### src/rtl/aximm_csr_pkg.sv
// Address map, bit positions and snapshot types shared by the AXI-MM CSR controller.
package aximm_csr_pkg;

  localparam logic [31:0] CSR_ID       = 32'h4D4D_0002;

  localparam logic [15:0] ADDR_ID      = 16'h0000;
  localparam logic [15:0] ADDR_CTRL    = 16'h0004;
  localparam logic [15:0] ADDR_STATUS  = 16'h0008;
  localparam logic [15:0] ADDR_STICKY  = 16'h000C;
  localparam logic [15:0] ADDR_DLY_X   = 16'h0010;
  localparam logic [15:0] ADDR_DLY_Y   = 16'h0014;
  localparam logic [15:0] ADDR_DLY_Z   = 16'h0018;
  localparam logic [15:0] ADDR_RW_ADDR = 16'h0020;
  localparam logic [15:0] ADDR_RW_CFG  = 16'h0024;
  localparam logic [15:0] ADDR_WR_CNT  = 16'h0028;
  localparam logic [15:0] ADDR_RD_CNT  = 16'h002C;

  localparam logic [15:0] CHNL_BASE    = 16'h0100;
  localparam logic [15:0] CHNL_STRIDE  = 16'h0020;

  localparam int CTRL_RSTN       = 0;
  localparam int CTRL_WR_GO      = 1;
  localparam int CTRL_RD_GO      = 2;
  localparam int CTRL_CAP_ARM    = 3;

  localparam int STAT_WR_BUSY    = 0;
  localparam int STAT_RD_BUSY    = 1;
  localparam int STAT_CHKR_LSB   = 2;
  localparam int STAT_ONLINE_LSB = 4;

  localparam int STK_ALIGN       = 0;
  localparam int STK_F2L_ALIGN   = 1;
  localparam int STK_WR_CMPL     = 2;
  localparam int STK_RD_CMPL     = 3;
  localparam int STK_OVERRUN     = 4;
  localparam int STK_W           = 5;

  typedef enum logic [2:0] {
    SNAP_OUT_FIRST_LO = 3'd0,
    SNAP_OUT_FIRST_HI = 3'd1,
    SNAP_OUT_LAST_LO  = 3'd2,
    SNAP_OUT_LAST_HI  = 3'd3,
    SNAP_IN_FIRST_LO  = 3'd4,
    SNAP_IN_FIRST_HI  = 3'd5,
    SNAP_IN_LAST_LO   = 3'd6,
    SNAP_IN_LAST_HI   = 3'd7
  } snap_word_e;

  typedef struct packed {
    logic [63:0] out_first;
    logic [63:0] out_last;
    logic [63:0] in_first;
    logic [63:0] in_last;
  } chnl_snap_t;

  function automatic logic [31:0] snap_word(input chnl_snap_t s, input snap_word_e sel);
    case (sel)
      SNAP_OUT_FIRST_LO: snap_word = s.out_first[31:0];
      SNAP_OUT_FIRST_HI: snap_word = s.out_first[63:32];
      SNAP_OUT_LAST_LO:  snap_word = s.out_last[31:0];
      SNAP_OUT_LAST_HI:  snap_word = s.out_last[63:32];
      SNAP_IN_FIRST_LO:  snap_word = s.in_first[31:0];
      SNAP_IN_FIRST_HI:  snap_word = s.in_first[63:32];
      SNAP_IN_LAST_LO:   snap_word = s.in_last[31:0];
      default:           snap_word = s.in_last[63:32];
    endcase
  endfunction

endpackage

### src/rtl/aximm_csr_chnl_cap.sv
// One channel's four 64-bit data snapshots; *_first loads once per arm, *_last on every valid.
// Single-cycle capture, no backpressure: valids are sampled unconditionally.
module aximm_csr_chnl_cap
  import aximm_csr_pkg::*;
(
  input  logic        clk,
  input  logic        rst,
  input  logic        arm_i,
  input  logic [63:0] out_first_i,
  input  logic [63:0] out_last_i,
  input  logic [63:0] in_first_i,
  input  logic [63:0] in_last_i,
  input  logic        out_first_vld_i,
  input  logic        out_last_vld_i,
  input  logic        in_first_vld_i,
  input  logic        in_last_vld_i,
  output chnl_snap_t  snap_o
);

  chnl_snap_t snap_q, snap_d;
  logic       out_arm_q, out_arm_d;
  logic       in_arm_q, in_arm_d;

  // A fresh arm in the same cycle as a capture re-arms for the next beat.
  always_comb begin
    snap_d = snap_q;
    if (out_first_vld_i && out_arm_q) snap_d.out_first = out_first_i;
    if (out_last_vld_i)               snap_d.out_last  = out_last_i;
    if (in_first_vld_i && in_arm_q)   snap_d.in_first  = in_first_i;
    if (in_last_vld_i)                snap_d.in_last   = in_last_i;
    out_arm_d = arm_i || (out_arm_q && !out_first_vld_i);
    in_arm_d  = arm_i || (in_arm_q && !in_first_vld_i);
  end

  always_ff @(posedge clk or posedge rst) begin
    if (rst) begin
      snap_q    <= '0;
      out_arm_q <= 1'b0;
      in_arm_q  <= 1'b0;
    end else begin
      snap_q    <= snap_d;
      out_arm_q <= out_arm_d;
      in_arm_q  <= in_arm_d;
    end
  end

  assign snap_o = snap_q;

endmodule

### src/rtl/aximm_csr_mc.sv
// Multi-channel CSR block for the AXI-MM example designs: config, launch/busy, sticky flags, counters, snapshots.
// Reads return one cycle after rd_en; writes take effect next cycle; no backpressure on the CSR port.
module aximm_csr_mc
  import aximm_csr_pkg::*;
#(
  parameter int AXI_CHNL_NUM = 1,
  parameter int CNT_W        = 16
) (
  input  logic                      clk,
  input  logic                      rst,
  input  logic [15:0]               wr_rd_addr,
  input  logic                      wr_en,
  input  logic                      rd_en,
  input  logic [31:0]               wr_data,
  output logic [31:0]               rd_datain,
  output logic                      rd_dvalid,
  input  logic [AXI_CHNL_NUM*64-1:0] data_out_first,
  input  logic [AXI_CHNL_NUM*64-1:0] data_out_last,
  input  logic [AXI_CHNL_NUM*64-1:0] data_in_first,
  input  logic [AXI_CHNL_NUM*64-1:0] data_in_last,
  input  logic [AXI_CHNL_NUM-1:0]   data_out_first_valid,
  input  logic [AXI_CHNL_NUM-1:0]   data_out_last_valid,
  input  logic [AXI_CHNL_NUM-1:0]   data_in_first_valid,
  input  logic [AXI_CHNL_NUM-1:0]   data_in_last_valid,
  input  logic [1:0]                chkr_pass,
  input  logic                      align_error,
  input  logic                      f2l_align_error,
  input  logic                      read_complete,
  input  logic                      write_complete,
  input  logic                      ldr_tx_online,
  input  logic                      ldr_rx_online,
  input  logic                      fllr_tx_online,
  input  logic                      fllr_rx_online,
  output logic [31:0]               o_delay_x_value,
  output logic [31:0]               o_delay_y_value,
  output logic [31:0]               o_delay_z_value,
  output logic                      axist_rstn_out,
  output logic                      aximm_wr,
  output logic                      aximm_rd,
  output logic [7:0]                aximm_rw_length,
  output logic [1:0]                aximm_rw_burst,
  output logic [2:0]                aximm_rw_size,
  output logic [31:0]               aximm_rw_addr
);

  localparam logic [CNT_W-1:0] CNT_ONE = CNT_W'(1);

  logic              rstn_q, rstn_d;
  logic              wr_busy_q, wr_busy_d, rd_busy_q, rd_busy_d;
  logic              aximm_wr_q, aximm_rd_q;
  logic [STK_W-1:0]  sticky_q, sticky_d, sticky_set, sticky_clr;
  logic [31:0]       dly_x_q, dly_x_d, dly_y_q, dly_y_d, dly_z_q, dly_z_d;
  logic [31:0]       rw_addr_q, rw_addr_d;
  logic [7:0]        rw_len_q, rw_len_d;
  logic [1:0]        rw_burst_q, rw_burst_d;
  logic [2:0]        rw_size_q, rw_size_d;
  logic [CNT_W-1:0]  wr_cnt_q, wr_cnt_d, rd_cnt_q, rd_cnt_d;
  logic              rd_dvalid_q;
  logic [31:0]       rd_datain_q, rd_datain_d, rdata;
  logic [15:0]       chnl_base;

  logic ctrl_wr, wr_go, rd_go, cap_arm, wr_launch, rd_launch;

  chnl_snap_t snap [AXI_CHNL_NUM];

  assign ctrl_wr   = wr_en && (wr_rd_addr == ADDR_CTRL);
  assign wr_go     = ctrl_wr && wr_data[CTRL_WR_GO];
  assign rd_go     = ctrl_wr && wr_data[CTRL_RD_GO];
  assign cap_arm   = ctrl_wr && wr_data[CTRL_CAP_ARM];
  assign wr_launch = wr_go && !wr_busy_q;
  assign rd_launch = rd_go && !rd_busy_q;

  for (genvar c = 0; c < AXI_CHNL_NUM; c++) begin : g_chnl
    aximm_csr_chnl_cap u_cap (
      .clk             (clk),
      .rst             (rst),
      .arm_i           (cap_arm),
      .out_first_i     (data_out_first[64*c +: 64]),
      .out_last_i      (data_out_last[64*c +: 64]),
      .in_first_i      (data_in_first[64*c +: 64]),
      .in_last_i       (data_in_last[64*c +: 64]),
      .out_first_vld_i (data_out_first_valid[c]),
      .out_last_vld_i  (data_out_last_valid[c]),
      .in_first_vld_i  (data_in_first_valid[c]),
      .in_last_vld_i   (data_in_last_valid[c]),
      .snap_o          (snap[c])
    );
  end

  // Read mux sees pre-write state, so a same-cycle write/read returns the old value.
  always_comb begin
    rdata     = '0;
    chnl_base = '0;
    case (wr_rd_addr)
      ADDR_ID:      rdata = CSR_ID;
      ADDR_CTRL:    rdata[CTRL_RSTN] = rstn_q;
      ADDR_STATUS: begin
        rdata[STAT_WR_BUSY]          = wr_busy_q;
        rdata[STAT_RD_BUSY]          = rd_busy_q;
        rdata[STAT_CHKR_LSB +: 2]    = chkr_pass;
        rdata[STAT_ONLINE_LSB +: 4]  = {fllr_rx_online, fllr_tx_online, ldr_rx_online, ldr_tx_online};
      end
      ADDR_STICKY:  rdata[STK_W-1:0] = sticky_q;
      ADDR_DLY_X:   rdata = dly_x_q;
      ADDR_DLY_Y:   rdata = dly_y_q;
      ADDR_DLY_Z:   rdata = dly_z_q;
      ADDR_RW_ADDR: rdata = rw_addr_q;
      ADDR_RW_CFG: begin
        rdata[7:0]   = rw_len_q;
        rdata[9:8]   = rw_burst_q;
        rdata[14:12] = rw_size_q;
      end
      ADDR_WR_CNT:  rdata = 32'(wr_cnt_q);
      ADDR_RD_CNT:  rdata = 32'(rd_cnt_q);
      default:      ;
    endcase
    for (int c = 0; c < AXI_CHNL_NUM; c++) begin
      chnl_base = CHNL_BASE + CHNL_STRIDE * 16'(c);
      if ({wr_rd_addr[15:5], 5'b0_0000} == chnl_base && wr_rd_addr[1:0] == 2'b00)
        rdata = snap_word(snap[c], snap_word_e'(wr_rd_addr[4:2]));
    end
  end

  always_comb begin
    rstn_d     = ctrl_wr ? wr_data[CTRL_RSTN] : rstn_q;
    dly_x_d    = (wr_en && wr_rd_addr == ADDR_DLY_X)   ? wr_data : dly_x_q;
    dly_y_d    = (wr_en && wr_rd_addr == ADDR_DLY_Y)   ? wr_data : dly_y_q;
    dly_z_d    = (wr_en && wr_rd_addr == ADDR_DLY_Z)   ? wr_data : dly_z_q;
    rw_addr_d  = (wr_en && wr_rd_addr == ADDR_RW_ADDR) ? wr_data : rw_addr_q;
    rw_len_d   = rw_len_q;
    rw_burst_d = rw_burst_q;
    rw_size_d  = rw_size_q;
    if (wr_en && wr_rd_addr == ADDR_RW_CFG) begin
      rw_len_d   = wr_data[7:0];
      rw_burst_d = wr_data[9:8];
      rw_size_d  = wr_data[14:12];
    end

    // A go that arrives with its own completion is still rejected; busy simply drops.
    wr_busy_d = wr_launch ? 1'b1 : (write_complete ? 1'b0 : wr_busy_q);
    rd_busy_d = rd_launch ? 1'b1 : (read_complete  ? 1'b0 : rd_busy_q);

    sticky_set                = '0;
    sticky_set[STK_ALIGN]     = align_error;
    sticky_set[STK_F2L_ALIGN] = f2l_align_error;
    sticky_set[STK_WR_CMPL]   = write_complete;
    sticky_set[STK_RD_CMPL]   = read_complete;
    sticky_set[STK_OVERRUN]   = (wr_go && wr_busy_q) || (rd_go && rd_busy_q);
    sticky_clr = (wr_en && wr_rd_addr == ADDR_STICKY) ? wr_data[STK_W-1:0] : '0;
    sticky_d   = (sticky_q & ~sticky_clr) | sticky_set;

    wr_cnt_d = wr_cnt_q;
    if (wr_en && wr_rd_addr == ADDR_WR_CNT)
      wr_cnt_d = write_complete ? CNT_ONE : '0;
    else if (write_complete && wr_cnt_q != '1)
      wr_cnt_d = wr_cnt_q + CNT_ONE;

    rd_cnt_d = rd_cnt_q;
    if (wr_en && wr_rd_addr == ADDR_RD_CNT)
      rd_cnt_d = read_complete ? CNT_ONE : '0;
    else if (read_complete && rd_cnt_q != '1)
      rd_cnt_d = rd_cnt_q + CNT_ONE;

    rd_datain_d = rd_en ? rdata : '0;
  end

  always_ff @(posedge clk or posedge rst) begin
    if (rst) begin
      rstn_q      <= 1'b0;
      wr_busy_q   <= 1'b0;
      rd_busy_q   <= 1'b0;
      aximm_wr_q  <= 1'b0;
      aximm_rd_q  <= 1'b0;
      sticky_q    <= '0;
      dly_x_q     <= '0;
      dly_y_q     <= '0;
      dly_z_q     <= '0;
      rw_addr_q   <= '0;
      rw_len_q    <= '0;
      rw_burst_q  <= '0;
      rw_size_q   <= '0;
      wr_cnt_q    <= '0;
      rd_cnt_q    <= '0;
      rd_dvalid_q <= 1'b0;
      rd_datain_q <= '0;
    end else begin
      rstn_q      <= rstn_d;
      wr_busy_q   <= wr_busy_d;
      rd_busy_q   <= rd_busy_d;
      aximm_wr_q  <= wr_launch;
      aximm_rd_q  <= rd_launch;
      sticky_q    <= sticky_d;
      dly_x_q     <= dly_x_d;
      dly_y_q     <= dly_y_d;
      dly_z_q     <= dly_z_d;
      rw_addr_q   <= rw_addr_d;
      rw_len_q    <= rw_len_d;
      rw_burst_q  <= rw_burst_d;
      rw_size_q   <= rw_size_d;
      wr_cnt_q    <= wr_cnt_d;
      rd_cnt_q    <= rd_cnt_d;
      rd_dvalid_q <= rd_en;
      rd_datain_q <= rd_datain_d;
    end
  end

  assign rd_datain       = rd_datain_q;
  assign rd_dvalid       = rd_dvalid_q;
  assign axist_rstn_out  = rstn_q;
  assign aximm_wr        = aximm_wr_q;
  assign aximm_rd        = aximm_rd_q;
  assign o_delay_x_value = dly_x_q;
  assign o_delay_y_value = dly_y_q;
  assign o_delay_z_value = dly_z_q;
  assign aximm_rw_addr   = rw_addr_q;
  assign aximm_rw_length = rw_len_q;
  assign aximm_rw_burst  = rw_burst_q;
  assign aximm_rw_size   = rw_size_q;

endmodule
### config.mk
export PLATFORM = sky130hd
export DESIGN_NAME = aximm_csr_mc
export DESIGN_NICKNAME = d
export VERILOG_FILES = /design/src/rtl/aximm_csr_pkg.sv /design/src/rtl/aximm_csr_chnl_cap.sv /design/src/rtl/aximm_csr_mc.sv
export SDC_FILE = /design/constraint.sdc
export NUM_CORES = 1
export LEC_CHECK = 0
export BUFFER_PORTS_ARGS = -buffer_cell sky130_fd_sc_hd__buf_2
export CAP_MARGIN = 25
export CELL_PAD_IN_SITES_DETAIL_PLACEMENT = 1
export CELL_PAD_IN_SITES_GLOBAL_PLACEMENT = 2
export CORE_ASPECT_RATIO = 0.5
export CORE_MARGIN = 2
export CORE_UTILIZATION = 35
export DETAILED_ROUTE_END_ITERATION = 12
export GPL_ROUTABILITY_DRIVEN = 0
export PLACE_DENSITY = 0.75
export SLEW_MARGIN = 20
export SYNTH_ARGS = -nofsm -noshare
export SYNTH_HDL_FRONTEND = slang
export SYNTH_SLANG_ARGS = --single-unit
### constraint.sdc
create_clock -name clk -period 24.2 [get_ports clk]
set_input_delay 0 -clock clk [delete_from_list [all_inputs] [get_ports clk]]
set_output_delay 0 -clock clk [all_outputs]
set_load 0.05 [all_outputs]
=== Word level (Yosys, flattened, before mapping) ===
Index checks and enable logic that the tools add are counted.

* Add/subtract/negate cells: 2
* Eq/ne operators: 19
* Muxes and demuxes: 21
* Bitwise logic cells: 3
* Reduce and logical (&&, ||, !) cells: 37

{| class="wikitable"
|+ Operators with widths
! kind !! count
|-
| $pmux W32 S7 || 1
|-
| $pmux W17 S7 || 1
|-
| $eq A16 B6 Y1 const B || 4
|-
| $mux W16 || 4
|-
| $mux W32 || 2
|-
| $eq A16 B5 Y1 const B || 3
|-
| $pmux W4 S10 || 1
|-
| $add A16 B1 Y16 const B || 2
|-
| $eq A16 B4 Y1 const B || 2
|-
| $ne A16 B16 Y1 const B || 2
|-
| $pmux W3 S8 || 1
|-
| $logic_and A1 B1 Y1 || 23
|-
| $pmux W3 S7 || 1
|-
| $eq A16 B3 Y1 const B || 1
|-
| $logic_not A16 Y1 || 1
|-
| $pmux W2 S7 || 1
|-
| $pmux W2 S6 || 1
|-
| $eq A11 B4 Y1 const B || 1
|-
| $pmux W1 S10 || 1
|-
| $eq A3 B3 Y1 const B || 3
|-
| $reduce_bool A2 Y1 || 4
|-
| $eq A3 B2 Y1 const B || 2
|-
| $mux W1 || 6
|-
| $and A5 B5 Y5 || 1
|-
| other kinds (8) || 13
|}

* Register bits: 474
* Input bits: 322
* Output and inout bits: 177
* Logic and storage cells: 105

=== Depth between registers and ports, before layout ===
* Word-level depth: 6
* Depth in mapped cells: 9
* Gate-level depth less buffers: 6

=== By module ===
Synthesis repeated with hierarchy kept, for this count alone.

* Cell total of the unflattened synthesis: 1623
* Area, all modules: 21792.2 µm²

{| class="wikitable"
|+ By module, submodules not included
! module !! instances !! cells each !! area each (µm²) !! seq. area each (µm²)
|-
| aximm_csr_mc || 1 || 1076 || 12169.2 || 5405.2
|-
| aximm_csr_chnl_cap || 1 || 547 || 9623.0 || 6456.2
|}

=== Worst setup path before layout ===
OpenSTA, ideal clock, no wires.

* Kind: input to register
* Start: in wr_rd_addr[5]
* End: reg dly_y_q[0] (netlist: o_delay_y_value[0])
* Setup time: 0.125 ns
* Data arrival time: 1.887 ns
* Required time: 24.075 ns
* Slack: 22.188 ns
* Stages on the path: 8
* Buffers on the path: 4
* Cell sequence: buf_2 or4b_1 buf_4 nor4_4 and2_1 buf_2 buf_4 mux2_2

* Word-level cells in the longest chain between the ends: 2

{| class="wikitable"
|+ Ends and longest elaborated chain
! what !! RTL line !! source
|-
| start: declaration || aximm_csr_mc.sv:11 || <nowiki>input logic [15:0] wr_rd_addr,</nowiki>
|-
| $eq A16 B5 Y1 || aximm_csr_mc.sv:127 || <nowiki>dly_y_d = (wr_en && wr_rd_addr == ADDR_DLY_Y) ? wr_data : dly_y_q;</nowiki>
|-
| $logic_and A1 B1 Y1 || aximm_csr_mc.sv:127 ||
|-
| end signal: assignment || aximm_csr_mc.sv:194 || <nowiki>dly_y_q <= dly_y_d;</nowiki>
|-
| end: declaration || aximm_csr_mc.sv:52 || <nowiki>logic [31:0] dly_x_q, dly_x_d, dly_y_q, dly_y_d, dly_z_q, dly_z_d;</nowiki>
|}

No other way between the ends.
A chain may end at the register's enable or synchronous reset.

=== Final worst setup path ===
* Start: in wr_rd_addr[0]
* End: reg rw_len_q[7] (netlist: aximm_rw_length[7])

* Word-level cells in the longest chain between the ends: 2

{| class="wikitable"
|+ Ends and longest elaborated chain
! what !! RTL line !! source
|-
| $eq A16 B6 Y1 || aximm_csr_mc.sv:133 || <nowiki>if (wr_en && wr_rd_addr == ADDR_RW_CFG) begin</nowiki>
|-
| $logic_and A1 B1 Y1 || aximm_csr_mc.sv:133 ||
|-
| end signal: assignment || aximm_csr_mc.sv:197 || <nowiki>rw_len_q <= rw_len_d;</nowiki>
|-
| end: declaration || aximm_csr_mc.sv:54 || <nowiki>logic [7:0] rw_len_q, rw_len_d;</nowiki>
|}

No other way between the ends.

==> flow_summary.yaml <==
synthesis:
  synth_cell_types: 69
  synth_nets: 1930
  yosysSeqAreaShare: 0.553
  netlist_area_um2: 21500
  synthCells: 1606
  yosys_warnings: 0
  async_flop_share: 1.00
  synth.ff_latch_count: 474
  avgSynthCellArea_um2: 13.4
  synth_edf_count: 0
  synthFlopType: "dfrtp_1"
setup_path:
  cp.arrival_ns: 3.49
  crit_path_start_kind: "input port"
  rrSetupSlack_ns: 21.82
  critPathMaxFanout: 13
  critPathTopFamily: "simple AND/OR/NAND/NOR gates"
  worstSetupPathType: "input port to flip-flop"
  required_ns: 24.65
  worst_path_largest_cell_delay_ns: 0.71
  crit-reg2reg-launch: "rd_cnt_q[0]"
  end_kind: "flip-flop"
  r2r_end: "rd_cnt_q[1]"
  path_cells: "dlygate4sd3_1 > buf_2 > nor4_1 > and3_1 > and2_1 > nand2_1 > mux2_2"
  slowest_stage: "nor4_1"
  cp_num_buf_inv: 2
  ff2ff_path_depth: 6
drt:
  detail_route.wl_per_cell_um: 27.5
  final_antenna_net_count: 0
  via_per_inst: 5.50
  drt-initial-drc-count: 1246
  first_pass_iters: 6
  drc_errors: 0
  routed_wl_mm: 89.4
  vias: 17885
cts:
  max-clock-path-buffers: 3
  cts_tree: "done"
  clk_pin_slew_ns: 0.06
  clkSinkCount: 474
  ctsHtreeMaxLevel: 2
  cts-root-buf: "clkbuf_16"
  cts_buffers: 46
  cts_setup_buffers: 0
  worstSkewPairLatency_ns: 0.58
timing:
  hold_violations: 0
  whs_ns: 0.0221
  period_share: 0.126
  rsz0062_at_grt: "false"
  report.final.slew_viol_count: 0
  setup-tns-final_ns: 0
  worst_pin_slew_ns: 1.10
  fin_skew_ns: 0.0151
  setup_violations: 0
  period_minus_slack_ns: 3.04
  max_freq_ghz: 0.329
  relSlewSlack: 0.269
die:
  die_h_um: 179
  die_x_um: 354
  start_util: 0.352
  core_um2: 60900
  io_pins: 499
  die_area_um2: 63400
  rows: 64
global_routing:
  grt_usage: 0.275
  antenna_found_initial: 15
  grt_pass1_wl_mm: 130
  grt_max_degree: 175
  grt_pass1_vias: 19408
  overflow: 0
hold_path:
  min_to: "rd_datain[6]"
  holdPathStages: 4
  hp-class: "input port to flip-flop"
  worstHoldStart: "fllr_tx_online"
power:
  power_mw: 1.92
  intPower_mw: 1.42
  seq_power_share: 0.461
  clockPowerShare: 0.420
  p_switching_mw: 0.492
  powerDensity_nw_per_um2: 64.9
  power_frac_comb: 0.119
  p_sw_frac: 0.257
  p_leak_nw: 14.0
  vdd_ir_drop_max_v: 0.0000457
finish:
  drive_above_1_share: 0.442
  area_growth_pct: 37.7
  final_common_cell: "buf_2"
  most-common-layout-cells: "493 x buf_2, 474 x dfrtp_1, 422 x mux2_2"
  design_area_um2: 29500
  final_nets: 2700
placed_design:
  hpwlAfterDp_mm: 58.5
  port_buffers: 498
  place_area_um2: 24600
job:
  maxCapViolCount: 0
outcome:
  status: "complete, no violations"
cell usage after synthesis (21+ instances only):
master,instances,area [um^2]
nand2_1,49,184
mux4_2,21,473
nor2_1,75,282
mux2_2,422,4750
a21oi_1,29,145
a221oi_1,37,324
nand3_1,26,130
a22oi_1,39,293
clkbuf_1,60,225
o21ai_0,36,180
buf_2,24,120
dfrtp_1,474,11900
final cells by class:
cell class	instances	area (um^2)
multi-input combinational	1010	9040
fill	6464	31300
tap	825	1030
inverter	13	56.3
timing repair buffer	831	5880
clock inverter	15	235
clock buffer	69	1400
sequential	474	11900
antenna	16	40.0
kinds of logic (layout without fill, tap and decap cells):
family | after synthesis | in the layout | synth area share
muxes | 462 | 462 | 0.253
buffers and inverters | 122 | 928 | 0.0268
AOI/OAI and AO/OA | 263 | 263 | 0.0902
adders and majority gates | 2 | 2 | 0.00117
xor gates and xnor gates | 22 | 22 | 0.00898
and+or+nand+nor | 261 | 261 | 0.0673
DFF | 474 | 474 | 0.553
other | 0 | 16 | 0
sequential cells by signal, summed over array words and instances (netlist names), 2 cells and up:
signal	count
aximm_rw_addr	32
aximm_rw_burst	2
aximm_rw_length	8
aximm_rw_size	3
g_chnl.u_cap.snap_o	256
o_delay_x_value	32
o_delay_y_value	32
o_delay_z_value	32
rd_cnt_q	16
rd_datain	32
sticky_q	5
wr_cnt_q	16
per-stage QoR:
stage | utilization | cells | setup slack, ns
finish | 0.485 | 3253 | 21.16
global route | 0.485 | 3251 | 21.01
CTS | 0.483 | 3231 | 21.31
detailed placement | 0.405 | 2837 | 21.07
global placement | 0.405 | 2836 | 21.04
floorplan | - | 1606 | 10.98
tightest hold or removal path: stages:
cell	delay [ns]
buf_2	0.12
a32oi_1	0.15
and3_1	0.20
a211oi_1	0.08
per-layer routing:
| metal | track usage | share of wire | vias up |
|---|---|---|---|
| li1 | - | - | 7580 |
| met5 | 0 | 0.00015 | - |
| met1 | 0.339 | 0.40 | 9447 |
| met4 | 0.131 | 0.052 | 2 |
| met3 | 0.0412 | 0.044 | 254 |
| met2 | 0.479 | 0.50 | 602 |
repair_timing:
action | CTS | global route
gates resized for setup | 0 | 0
hold buffers | 310 | 0
endpoints found under the hold margin | 534 | 0
power by group through the flow:
stage	sequential (mW)	clock [mW]	combinational [mW]
4_1_cts	0.880	0.807	0.223
5_1_grt	0.890	0.845	0.245
3_3_place_gp	0.893	0	0.178
6_report	0.883	0.805	0.229
3_5_place_dp	0.895	0	0.181
2_1_floorplan	0.880	0	0.110
how the worst max path moves through the flow:
stage	startpoint	to	slack, ns	cells past startpoint
2_1_floorplan	rst	aximm_rd	10.98	1
3_3_place_gp	wr_rd_addr[3]	rd_datain[17]	21.04	5
3_5_place_dp	wr_rd_addr[3]	rd_datain[17]	21.07	5
4_1_cts	wr_rd_addr[0]	aximm_rw_length[7]	21.31	7
5_1_grt	wr_rd_addr[0]	aximm_rw_length[7]	21.01	7
6_report	wr_rd_addr[0]	aximm_rw_length[7]	21.16	7
Note: power is estimated with default switching activity, not from simulation.
